## config.mk

```make
export PLATFORM = sky130hd
export DESIGN_NAME = burst_rx_deframer
export DESIGN_NICKNAME = d
export VERILOG_FILES = /design/src/rtl/burst_code_pkg.sv /design/src/rtl/burst_rx_deframer_burst_inject.sv /design/src/rtl/burst_rx_deframer.sv
export SDC_FILE = /design/constraint.sdc
export NUM_CORES = 1
export LEC_CHECK = 0
export CORE_MARGIN = 2
export CORE_UTILIZATION = 56
export CTS_CLUSTER_DIAMETER = 80
export DETAILED_ROUTE_END_ITERATION = 7
export DONT_BUFFER_PORTS = 1
export PLACE_DENSITY = 0.77
export SYNTH_ARGS = -nofsm -noshare
export SYNTH_HDL_FRONTEND = slang
export SYNTH_SLANG_ARGS = --single-unit
```

## constraint.sdc

```tcl
create_clock -name clk -period 1.7 [get_ports clk]
set_input_delay 0.34 -clock clk [delete_from_list [all_inputs] [get_ports clk]]
set_output_delay 0.34 -clock clk [all_outputs]
set_load 0.01 [all_outputs]
```

## src/rtl/burst_code_pkg.sv

```systemverilog
// burst_code_pkg: shared constants and deframer FSM state type for the (44,32) burst-error-correcting code path
package burst_code_pkg;
  localparam int CW_LEN = 44;
  localparam int MSG_LEN = 32;
  localparam int BURST_LEN = 5;
  localparam int CNT_W = $clog2(CW_LEN);
  typedef enum logic {IDLE, SHIFT} state_t;
endpackage

```

## src/rtl/burst_rx_deframer_burst_inject.sv

```systemverilog
// burst_inject: combinational burst mask builder; in inj_pos/inj_pat, out mask with inj_pat[k] at bit inj_pos+k, bits past CW_LEN-1 clipped (no wrap)
module burst_inject #(
  parameter int CW_LEN = burst_code_pkg::CW_LEN,
  parameter int BURST_LEN = burst_code_pkg::BURST_LEN
) (
  input logic [$clog2(CW_LEN)-1:0] inj_pos,
  input logic [0:BURST_LEN-1] inj_pat,
  output logic [0:CW_LEN-1] mask
);
  always_comb mask = CW_LEN'(({inj_pat, {CW_LEN{1'b0}}} >> inj_pos) >> BURST_LEN);
endmodule

```

## src/rtl/burst_rx_deframer.sv

```systemverilog
// burst_rx_deframer: sof-framed serial-to-codeword deframer with one-deep holding register; in clk/rst/ser_bit/ser_valid/ser_sof/cw_ready, out cw_data/cw_valid/sync_err/overrun/frame_cnt; BURST_INJECT_EN adds inj_en/inj_pos/inj_pat burst injection at load
module burst_rx_deframer #(
  parameter int CW_LEN = burst_code_pkg::CW_LEN,
  parameter int BURST_LEN = burst_code_pkg::BURST_LEN,
  parameter int FCNT_W = 16
) (
  input logic clk,
  input logic rst,
`ifdef BURST_INJECT_EN
  input logic inj_en,
  input logic [$clog2(CW_LEN)-1:0] inj_pos,
  input logic [0:BURST_LEN-1] inj_pat,
`endif
  input logic ser_bit,
  input logic ser_valid,
  input logic ser_sof,
  output logic [0:CW_LEN-1] cw_data,
  output logic cw_valid,
  input logic cw_ready,
  output logic sync_err,
  output logic overrun,
  output logic [FCNT_W-1:0] frame_cnt
);
  import burst_code_pkg::*;
  localparam int CNT_BITS = $clog2(CW_LEN);
  localparam logic [CNT_BITS-1:0] LAST = CNT_BITS'(CW_LEN - 1);
  if (CW_LEN < 2 || BURST_LEN < 1) begin : g_bad_cfg
    $error("burst_rx_deframer: CW_LEN must be >= 2 and BURST_LEN >= 1");
  end
  state_t state, state_nxt;
  logic [CNT_BITS-1:0] cnt;
  logic [0:CW_LEN-1] sr, full, load_word;
  logic restart, take, complete, hold_free, load;
  always_ff @(posedge clk) state <= rst ? IDLE : state_nxt;
  always_comb
    state_nxt = (ser_valid & ser_sof) ? SHIFT
              : (state == SHIFT && ser_valid && cnt == LAST) ? IDLE : state;
  always_comb begin
    restart = ser_valid & ser_sof;
    take = ser_valid & !ser_sof & (state == SHIFT);
    complete = take & (cnt == LAST);
    hold_free = !cw_valid | cw_ready;
    load = complete & hold_free;
    full = sr;
    full[CW_LEN-1] = ser_bit;
  end
`ifdef BURST_INJECT_EN
  logic [0:CW_LEN-1] mask;
  burst_inject #(.CW_LEN(CW_LEN), .BURST_LEN(BURST_LEN)) u_inject (
    .inj_pos(inj_pos),
    .inj_pat(inj_pat),
    .mask(mask)
  );
  assign load_word = inj_en ? full ^ mask : full;
`else
  assign load_word = full;
`endif
  always_ff @(posedge clk)
    if (rst) begin
      cnt <= '0;
      sr <= '0;
      cw_data <= '0;
      cw_valid <= 1'b0;
      sync_err <= 1'b0;
      overrun <= 1'b0;
      frame_cnt <= '0;
    end else begin
      if (restart) begin
        sr[0] <= ser_bit;
        cnt <= CNT_BITS'(1);
      end else if (take) begin
        sr[cnt] <= ser_bit;
        cnt <= complete ? '0 : cnt + CNT_BITS'(1);
      end
      if (load) begin
        cw_data <= load_word;
        frame_cnt <= frame_cnt + FCNT_W'(1);
      end
      cw_valid <= load | (cw_valid & !cw_ready);
      sync_err <= restart & (state == SHIFT);
      overrun <= complete & !hold_free;
    end
endmodule

```

==> results.py <==
metrics = {
    "setup_path": {
        "crit_type": "reg2reg",
        "worstSetupStartpoint": "cnt[1]",
        "crit_chain": "ha_4, and4b_2, nand3_4, or4_4, a21oi_2",
        "slowest_stage": "or4_4",
        "r2r_start": "cnt[1]",
        "cpPeakStageDelay_ps": 560,
        "cp_max_fo": 8,
        "worstSetupStartpointType": "flip-flop",
        "endpoint_kind": "flip-flop",
        "reg2reg_depth": 5,
        "required_ps": 2150,
        "critical_path_arrival_ps": 2170,
    },
    "cts": {
        "htree_num_levels": 4,
        "cts_sinks": 113,
        "cts_hold_buf": 2,
        "numCtsBuffers": 17,
        "cts_tree": "built",
        "clk_latency_ps": 520,
        "root_buffer": "clkbuf_8",
        "clkTransAtPathRegs_ps": 60,
        "clockBufferDepth": 2,
    },
    "worst_hold_path": {
        "hold_path_depth": 1,
        "hold_path.class": "in2reg",
        "min-delay-start": "rst",
    },
    "synth": {
        "synth_cell_types": 35,
        "yosysWarningCount": 0,
        "post-synth-top-count-cell": "dfxtp_1",
        "synthTopCellsByArea": "dfxtp_1 49%, nand2_1 8.8%, a21oi_1 6.7%, nand3b_1 4.4%, nand3_1 4.3%",
        "netlist_instances": 540,
        "synth_fp_nets": 548,
        "synthTopCellsByCount": "113 x dfxtp_1, 107 x nand2_1, 61 x a21oi_1, 39 x nand3_1, 34 x o21ai_0",
        "synth_top_cell_by_area": "dfxtp_1",
        "synthArstFlopShare": 0,
        "ys.flop_type": "dfxtp_1",
        "synth_seq_area_share": 0.495,
        "ys_ff_latch": 113,
        "synthesis.area_um2": 4570,
        "synth_edf_count": 0,
        "synth_top_area_frac": 0.495,
        "synth_area_per_cell_um2": 8.47,
    },
    "sta": {
        "fmax_mhz": 582,
        "hold_viol": 74,
        "rsz0062_at_grt": "true",
        "final-setup-viol-count": 2,
        "fin_crit_sh": 1.01,
        "relSlewSlack": 0.684,
        "setup_ws_ps": -16.9,
        "skew_ps": 6.70,
        "timing.hold.ws_ps": -108,
        "layout_min_cycle_time_ps": 1720,
        "worst_slew_pin_slew_ps": 472,
        "slew_violations": 0,
    },
    "drt": {
        "via_count": 4114,
        "wl_mm": 11.6,
        "drc": 0,
        "routedWlPerCell_um": 17.1,
        "first_pass_iters": 6,
        "drt-vias-per-instance": 6.06,
        "ant_nets": 0,
        "drt_iter0_markers": 259,
    },
    "power_and_ir_drop": {
        "p_leak_nw": 2.00,
        "power.density_nw_per_um2": 1130,
        "vdd_drop_max_uv": 824,
        "finalPower_mw": 6.35,
    },
    "floorplanning": {
        "dieWidth_um": 94.4,
        "initial_core_util": 0.586,
        "io_pins": 69,
        "rows": 32,
        "die_y_um": 94.4,
        "core-area_um2": 7810,
        "dieArea_um2": 8910,
    },
    "cells_and_area": {
        "layout-drive-gt1-share": 0.168,
        "seq_area_um2": 2260,
        "areaGrowthSynthToFinish_pct": 23.3,
        "multi_input_area_um2": 2210,
        "fillers": 572,
        "n_antenna_cell": 0,
        "nNetsFinal": 572,
    },
    "run_status": {
        "violations": "hold timing, setup timing",
        "status": "finished, violations left",
    },
    "run": {
        "drv_cap": 0,
    },
    "global_routing": {
        "grt_pass1_vias": 3899,
        "grt_start_max_net_pins": 112,
        "grt_pass1_wl_mm": 18.5,
        "grt_overflow": 0,
        "grt_usage": 0.266,
        "antenna_found_initial": 0,
    },
    "placed_design": {
        "portBuffers": 0,
        "gp_congestion": 0.823,
        "dp_slack_ps": -104,
        "dp_hpwl_mm": 6.75,
    },
}
## area by class of cell
cell class / instances / area share
Clock inverter: 9 / 0.0226
Timing Repair Buffer: 48 / 0.0750
Tap cell: 102 / 0.0226
Multi-Input combinational cell: 384 / 0.392
Sequential cell: 113 / 0.402
Clock buffer: 23 / 0.0863
## per-stage QoR
stage | area [um2] | utilization | TNS, ps | std cells
final | 5640 | 0.722 | -28.6 | 679
after global routing | 5640 | 0.722 | -458 | 679
after CTS | 5530 | 0.708 | 0 | 675
after global placement | 4860 | 0.622 | 0 | 638
after floorplan | 4570 | - | 0 | 540
after detailed placement | 4860 | 0.622 | -350 | 638
## kinds of logic (layout without fill, tap and decap cells)
| family | count (synthesis) | after routing | synth area share |
|---|---|---|---|
| AND/OR/NAND/NOR | 256 | 256 | 0.293 |
| flip-flops | 113 | 113 | 0.495 |
| AO/OA/AOI/OAI | 104 | 104 | 0.118 |
| buffers and inverters | 43 | 80 | 0.0424 |
| multiplexers | 16 | 16 | 0.0350 |
| XOR/XNOR | 6 | 6 | 0.0115 |
| adder cells (fa/ha/maj) | 2 | 2 | 0.00547 |
## per-layer routing
layer,GRT usage,wire [um]
met1,0.321,4700
met5,0,0
met3,0.0758,849
met2,0.438,5680
met4,0.128,374
## critical path, delay by kind of cell (launching register included)
family	cells	cell delay, ps
AOI/OAI and AO/OA	1	120
DFF	1	370
adders and majority gates	1	150
and+or+nand+nor	3	1020
## placed cells by master (no fill, tap or decap), types with 2 or more instances in the layout
cell / count
clkbuf_16: 16
clkinvlp_4: 3
and4b_1: 2
and3_1: 4
clkinv_2: 3
dfxtp_2: 2
nand3_4: 2
nand2b_1: 6
nand2_1: 105
dfxtp_1: 111
mux2i_1: 16
xnor2_1: 5
nor2_1: 19
dlygate4sd3_1: 2
buf_6: 2
a21oi_1: 60
clkbuf_8: 6
nor3_1: 6
o21ai_0: 34
nand3b_1: 27
nor2b_1: 3
bufinv_16: 3
and3b_1: 2
buf_4: 40
o31ai_1: 8
buf_12: 4
nor3b_1: 4
or4_4: 2
nand4b_1: 3
nand3_1: 37
nand4_1: 8
or4_1: 6
or3_1: 5
## flip-flops by register name, indices dropped and copies added, names as in the netlist
register and flops:
state 1, overrun 1, cw_data 44, cw_valid 1
sync_err 1, cnt 6, frame_cnt 16, sr 43
## worst paths after layout
kind / to / slack (ps)
worst max register to register: frame_cnt[7] / -20
worst min-delay path: cw_data[9] / -110
worst min register to register: cw_data[16] / 450
worst max-delay path: frame_cnt[7] / -20
## timing repair
action	CTS	global route
hold endpoints to repair	78	76
gates resized for setup	5	18
buffers inserted	3	4
pin swaps	2	15
endpoints found under the setup margin	11	53
## where the power goes
part,switching [mW],total [mW],internal [mW]
clock,1.19,3.61,2.42
sequential,0.00514,2.66,2.66
combinational,0.0400,0.0794,0.0394
(Power assumes the default switching activity.)
